## src/rtl/wb_pkg.sv

```systemverilog
// Shared definitions for the write-back unit: default buffer depth,
// register-number and data widths, and the buffered write record.
package wb_pkg;

    localparam int WB_DEPTH = 4;
    localparam int AW       = 5;
    localparam int DW       = 32;

    localparam logic [AW-1:0] REG_ZERO = '0;

    typedef struct packed {
        logic [AW-1:0] wn;
        logic [DW-1:0] data;
    } wb_entry_t;

endpackage

```

## src/rtl/wb_fifo.sv

```systemverilog
// In-order circular buffer of pending register writes.
// Accepts up to two pushes per cycle (push_a is the older of the pair and
// lands first) and one pop. The contents are also presented oldest-first,
// together with a per-slot valid flag, so the forwarding logic can find
// the youngest match without knowing where the read pointer sits.
module wb_fifo
    import wb_pkg::*;
#(
    parameter int DEPTH = WB_DEPTH
) (
    input  logic                         clock,
    input  logic                         reset,
    input  logic                         push_a,
    input  wb_entry_t                    push_a_entry,
    input  logic                         push_b,
    input  wb_entry_t                    push_b_entry,
    input  logic                         pop,
    output logic [$clog2(DEPTH):0]       count,
    output logic [DEPTH-1:0]             ord_valid,
    output wb_entry_t [DEPTH-1:0]        ord_entry
);

    localparam int PW = $clog2(DEPTH);
    localparam int CW = PW + 1;

    wb_entry_t [DEPTH-1:0] mem;
    logic [PW-1:0]         rd_ptr;
    logic [PW-1:0]         wr_ptr;
    logic [PW-1:0]         wr_ptr_b;

    // Second push goes one slot behind the first when both arrive together.
    always_comb begin
        wr_ptr_b = wr_ptr;
        if (push_a) begin
            wr_ptr_b = wr_ptr + PW'(1);
        end
    end

    // Storage, pointers and occupancy; pointers wrap naturally at DEPTH.
    always_ff @(posedge clock) begin
        if (reset) begin
            rd_ptr <= '0;
            wr_ptr <= '0;
            count  <= '0;
        end else begin
            if (push_a) begin
                mem[wr_ptr] <= push_a_entry;
            end
            if (push_b) begin
                mem[wr_ptr_b] <= push_b_entry;
            end
            wr_ptr <= wr_ptr + PW'(push_a) + PW'(push_b);
            rd_ptr <= rd_ptr + PW'(pop);
            count  <= count + CW'(push_a) + CW'(push_b) - CW'(pop);
        end
    end

    // Oldest-first view of the buffer: slot 0 is the head.
    always_comb begin
        for (int i = 0; i < DEPTH; i++) begin
            ord_entry[i] = mem[rd_ptr + PW'(i)];
            ord_valid[i] = (CW'(i) < count);
        end
    end

endmodule

```

## src/rtl/wb_unit.sv

```systemverilog
// Write-back unit: merges execute results and load results into one
// in-order buffer and retires one register-file write per cycle through
// a registered write port.
// Optional feature macro: WB_FORWARD_EN enables the forwarding lookup on
// rna/rnb; without it the forwarding outputs are tied to zero.
module wb_unit
    import wb_pkg::*;
#(
    parameter int DEPTH = WB_DEPTH
) (
    input  logic          clock,
    input  logic          reset,
    input  logic          ex_valid,
    input  logic [AW-1:0] ex_wn,
    input  logic [DW-1:0] ex_data,
    input  logic          mem_valid,
    output logic          mem_ready,
    input  logic [AW-1:0] mem_wn,
    input  logic [DW-1:0] mem_data,
    output logic          stall,
    output logic [AW-1:0] wn,
    output logic [DW-1:0] data,
    output logic          wwreg,
    input  logic [AW-1:0] rna,
    input  logic [AW-1:0] rnb,
    output logic          fwd_a_hit,
    output logic          fwd_b_hit,
    output logic [DW-1:0] fwd_a,
    output logic [DW-1:0] fwd_b
);

    localparam int CW = $clog2(DEPTH) + 1;
    localparam logic [CW-1:0] STALL_LEVEL = CW'(DEPTH - 1);
    localparam logic [CW-1:0] FULL_LEVEL  = CW'(DEPTH);

    logic [CW-1:0]         fifo_count;
    logic [DEPTH-1:0]      ord_valid;
    wb_entry_t [DEPTH-1:0] ord_entry;
    logic                  push_mem;
    logic                  push_ex;
    logic                  pop;
    wb_entry_t             mem_entry;
    wb_entry_t             ex_entry;

    // Back-pressure from registered occupancy; stalling one entry early
    // leaves room for a same-cycle load plus execute result.
    always_comb begin
        stall     = (fifo_count >= STALL_LEVEL);
        mem_ready = (fifo_count <  FULL_LEVEL);
    end

    // Accept logic; writes to register zero are discarded here.
    always_comb begin
        push_mem       = mem_valid && mem_ready && (mem_wn != REG_ZERO);
        push_ex        = ex_valid && !stall && (ex_wn != REG_ZERO);
        pop            = (fifo_count != '0);
        mem_entry.wn   = mem_wn;
        mem_entry.data = mem_data;
        ex_entry.wn    = ex_wn;
        ex_entry.data  = ex_data;
    end

    // The load result belongs to the older instruction, so it takes push_a.
    wb_fifo #(
        .DEPTH (DEPTH)
    ) u_fifo (
        .clock        (clock),
        .reset        (reset),
        .push_a       (push_mem),
        .push_a_entry (mem_entry),
        .push_b       (push_ex),
        .push_b_entry (ex_entry),
        .pop          (pop),
        .count        (fifo_count),
        .ord_valid    (ord_valid),
        .ord_entry    (ord_entry)
    );

    // Registered write port; wn/data hold their last value when idle.
    always_ff @(posedge clock) begin
        if (reset) begin
            wwreg <= 1'b0;
            wn    <= '0;
            data  <= '0;
        end else begin
            wwreg <= pop;
            if (pop) begin
                wn   <= ord_entry[0].wn;
                data <= ord_entry[0].data;
            end
        end
    end

`ifdef WB_FORWARD_EN
    // Returns {hit, data} for the youngest pending write to rn; the output
    // register is oldest, then buffer slots from head to tail.
    function automatic logic [DW:0] lookup(input logic [AW-1:0] rn);
        logic [DW:0] res;
        res = '0;
        if (rn != REG_ZERO) begin
            if (wwreg && (wn == rn)) begin
                res = {1'b1, data};
            end
            for (int i = 0; i < DEPTH; i++) begin
                if (ord_valid[i] && (ord_entry[i].wn == rn)) begin
                    res = {1'b1, ord_entry[i].data};
                end
            end
        end
        return res;
    endfunction

    // Forwarding comparators for both decode read ports.
    always_comb begin
        {fwd_a_hit, fwd_a} = lookup(rna);
        {fwd_b_hit, fwd_b} = lookup(rnb);
    end
`else
    logic unused_fwd;

    // Forwarding disabled: outputs tied off, lookup inputs intentionally idle.
    always_comb begin
        fwd_a_hit  = 1'b0;
        fwd_b_hit  = 1'b0;
        fwd_a      = '0;
        fwd_b      = '0;
        unused_fwd = &{1'b0, rna, rnb, ord_valid, ord_entry};
    end
`endif

endmodule

```

## config.mk

```make
export PLATFORM = sky130hd
export DESIGN_NAME = wb_unit
export DESIGN_NICKNAME = d
export VERILOG_FILES = /design/src/rtl/wb_pkg.sv /design/src/rtl/wb_fifo.sv /design/src/rtl/wb_unit.sv
export SDC_FILE = /design/constraint.sdc
export NUM_CORES = 1
export LEC_CHECK = 0
export ABC_AREA = 1
export BUFFER_PORTS_ARGS = -buffer_cell sky130_fd_sc_hd__buf_2
export CAP_MARGIN = 20
export CORE_MARGIN = 4
export CORE_UTILIZATION = 55
export DETAILED_ROUTE_END_ITERATION = 10
export PLACE_DENSITY_LB_ADDON = 0.3
export SYNTH_ARGS = -nofsm -noshare
export SYNTH_HDL_FRONTEND = slang
export SYNTH_SLANG_ARGS = --single-unit
```

## constraint.sdc

```tcl
create_clock -name clock -period 20 [get_ports clock]
set_input_delay 4 -clock clock [delete_from_list [all_inputs] [get_ports clock]]
set_output_delay 4 -clock clock [all_outputs]
set_load 0.005 [all_outputs]
```

==> impl_metrics.json <==
{
  "outcome": "finished clean",
  "ys_ff_latch": 193,
  "total_power_mw": 1.951,
  "hold_buffers": 0,
  "critPathMaxStageDelay_ns": 0.82,
  "grt_start_max_net_pins": 129,
  "clkTransAtPathRegs_ns": 0.07,
  "finalHoldViolCount": 0,
  "period_needed_ns": 7.289,
  "dpl_cell_area_sq_um": 12490,
  "synth_area_sq_um": 12480,
  "use_met1_pct": 37.20,
  "crit_cells": 10,
  "finalWorstSetupSlack_ns": 12.71,
  "yosys_warnings": 0,
  "hp-start": "data[25]",
  "r2r_start": "u_fifo.count[2]",
  "stdcell_area_sq_um": 13130,
  "post-route-drc-count": 0,
  "pwr_density_cell_nw_per_um2": 148.6,
  "rsz0062_at_grt": "false",
  "finalSetupTns_ns": 0,
  "postRouteAntennaNets": 0,
  "path_class": "in -> reg",
  "end_kind": "flip-flop",
  "dieArea_sq_um": 25160,
  "numCtsBuffers": 17,
  "r2r_slack_ns": 16.28,
  "r2r_cells": 8,
  "layout.cells.non_filler": 1927,
  "yosysSeqAreaShare_pct": 42.83,
  "via_count": 11170,
  "die_h_um": 158.6,
  "required_ns": 20.19,
  "crit_end": "u_fifo.mem[114]",
  "die_w_um": 158.6,
  "path_buf_inv": 2,
  "crit_chain": "buf_2, nor2_1, nand3_2, nand2_2, buf_4, nand2_2, nand2_4, nand3_4, nand2_1, nand2_1",
  "maxCapViolations": 0,
  "p_leak_nw": 5.962,
  "core_sq_um": 22090,
  "area_delta_synth_final_pct": 5.234,
  "first_global_vias": 10270,
  "max-vdd-ir-drop_v": 0.0001792,
  "viasPerCell": 5.796,
  "cp_max_fo": 83,
  "gp_congestion": 0.7793,
  "drt_pre_antenna_iters": 6,
  "cts_root_buffer": "clkbuf_16",
  "synth_cell_types": 28,
  "tightest_slew_ns": 1.084,
  "drive_gt1_share_pct": 11.43,
  "synth.avg_cell_area_sq_um": 7.699,
  "setup_violations": 0,
  "grt_use_met3_pct": 4.648,
  "crit_slowest_cell": "nand3_4",
  "num_io_pins": 194,
  "cts_setup_buffers": 0,
  "cts_tree": "built",
  "grt_usage_pct": 27.15,
  "totalWireLength_mm": 34.58,
  "antenna_found_initial": 1,
  "finalCritPeriodShare_pct": 36.44,
  "htree_num_levels": 4,
  "cp-start-kind": "primary input",
  "hold_path_class": "reg -> reg",
  "timing.rr.end": "u_fifo.mem[114]",
  "report.final.slew_viol_count": 0,
  "fin_worst_skew_ns": 0.01080,
  "overflow": 0,
  "critPathTopFamily": "simple AND/OR/NAND/NOR gates",
  "relSlewSlack_pct": 27.76,
  "final_net_count": 1731,
  "wl_per_cell_um": 17.94,
  "grt.busiest_layer": "met2",
  "crit_start": "mem_wn[0]",
  "portBuffers": 117,
  "place_hpwl_mm": 17.60,
  "clk_latency_ns": 0.44,
  "drt-initial-drc-count": 1269,
  "cts.sinks": 193,
  "arrival_ns": 7.48,
  "cts_resized": 0,
  "syn-instance-count": 1621,
  "fmax_mhz": 137.2,
  "clock_path_buffers": 2,
  "grt_pass1_wl_mm": 53.98,
  "dp_slack_ns": 12.37,
  "dp_cells": 1893,
  "rows": 54,
  "grt.met2_usage_pct": 45.36,
  "initial_core_util_pct": 56.48
}
[worst reg2reg max path: stages, from the launching register on]
cell and delay, ns:
dfxtp_1 0.38, nor2_2 0.09, nand2_2 0.06, buf_4 0.76
nand2_2 0.14, nand2_4 0.79, nand3_4 0.89, nand2_1 0.28
nand2_1 0.07
[where the power goes]
part | switching [mW] | leakage [nW] | total, mW | internal [mW]
clock | 0.157 | 0.297 | 0.366 | 0.209
sequential | 0.0809 | 1.84 | 0.695 | 0.614
combinational | 0.626 | 3.83 | 0.890 | 0.264
[through the flow]
step / util [%] / hold slack (ns)
floorplan: - / 0.4906
global placement: 56.51 / 0.4770
detailed placement: 56.51 / 0.4755
CTS: 59.29 / 0.4982
global route: 59.43 / 0.5246
finish: 59.44 / 0.4952
[sequential cells by signal (all words and copies together), names as in the netlist]
signal and cells:
u_fifo.rd_ptr 2, u_fifo.wr_ptr 2, wwreg 1, u_fifo.count 3, wn 5, data 32
u_fifo.mem 148
[layout by cell type (no fill, tap or decap), types with 4 or more instances in the layout]
cell       netlist  final
o21ai_1         37     37
o211ai_1        74     74
dfxtp_1         45     43
buf_4           86     12
nand2_4          4      4
nand3_1         42     42
conb_1           1     66
nand3_4          4      4
a21oi_1         38     38
nand2_2          5      6
edfxtp_1       148    148
nand2_1        559    558
clkbuf_16        0     17
nor2_1          11     11
bufinv_16        0      4
o21ai_0        148    148
nand4_1        149    149
ha_1             7      7
nor2_4           3      5
buf_2           50    117
inv_1          131    128
[cells in the mapped netlist]
library cell    n  share of area, %
a21oi_1        38               1.5
nor2_1         11              0.33
buf_1          12              0.36
xnor2_1         3              0.21
buf_2          50               2.0
o21ai_0       148               5.9
fa_1            3              0.48
buf_4          86               5.2
nor2_2          4              0.20
nand4_1       149               7.5
nand3_2         1             0.080
o21ai_1        37               1.5
conb_1          1             0.030
nand2_1       559                17
nand3_4         4              0.56
nor2_4          3              0.27
nand2_2         5              0.25
dfxtp_1        45               7.2
o211ai_1       74               4.5
clkbuf_1       35               1.1
nand2_4         4              0.36
buf_6          19               1.7
inv_1         131               3.9
inv_2           1             0.030
or2_2           1             0.050
ha_1            7              0.70
edfxtp_1      148                36
nand3_1        42               1.7
[metal layers]
| metal | part of all wire (%) | vias up |
|---|---|---|
| met2 | 48 | 648 |
| li1 | - | 5408 |
| met5 | 0 | - |
| met3 | 11 | 35 |
| met4 | 1.1 | 0 |
| met1 | 40 | 5077 |
[worst min-delay path by stage]
stage               slack, ns  depth (start not counted)       end
global route             0.52                          2  data[17]
CTS                      0.50                          2  data[25]
floorplan                0.49                          2     wn[3]
detailed placement       0.48                          2  data[25]
global placement         0.48                          2   data[4]
finish                   0.50                          2  data[25]
[cell type report]
type / count / area, sq um
sequential: 193 / 5350
multi-input combinational: 1159 / 5609
timing repair buffer: 130 / 703.2
inverter: 132 / 500.5
fill: 2038 / 8961
clock buffer: 17 / 425.4
tap: 280 / 350.3
clock inverter: 14 / 188.9
antenna: 2 / 5.005
[kinds of logic (layout without fill, tap and decap cells)]
kind of cell               after synthesis  after routing  synth area share [%]
buffers and inverters                  334            293                 14.28
and+or+nand+nor                        783            783                 28.07
other                                    1             68               0.03005
AOI/OAI and AO/OA                      297            297                 13.39
adders and majority gates               10             10                 1.183
xor gates and xnor gates                 3              3                0.2106
DFF                                    193            193                 42.83
Note: power is estimated with default switching activity, not from simulation.
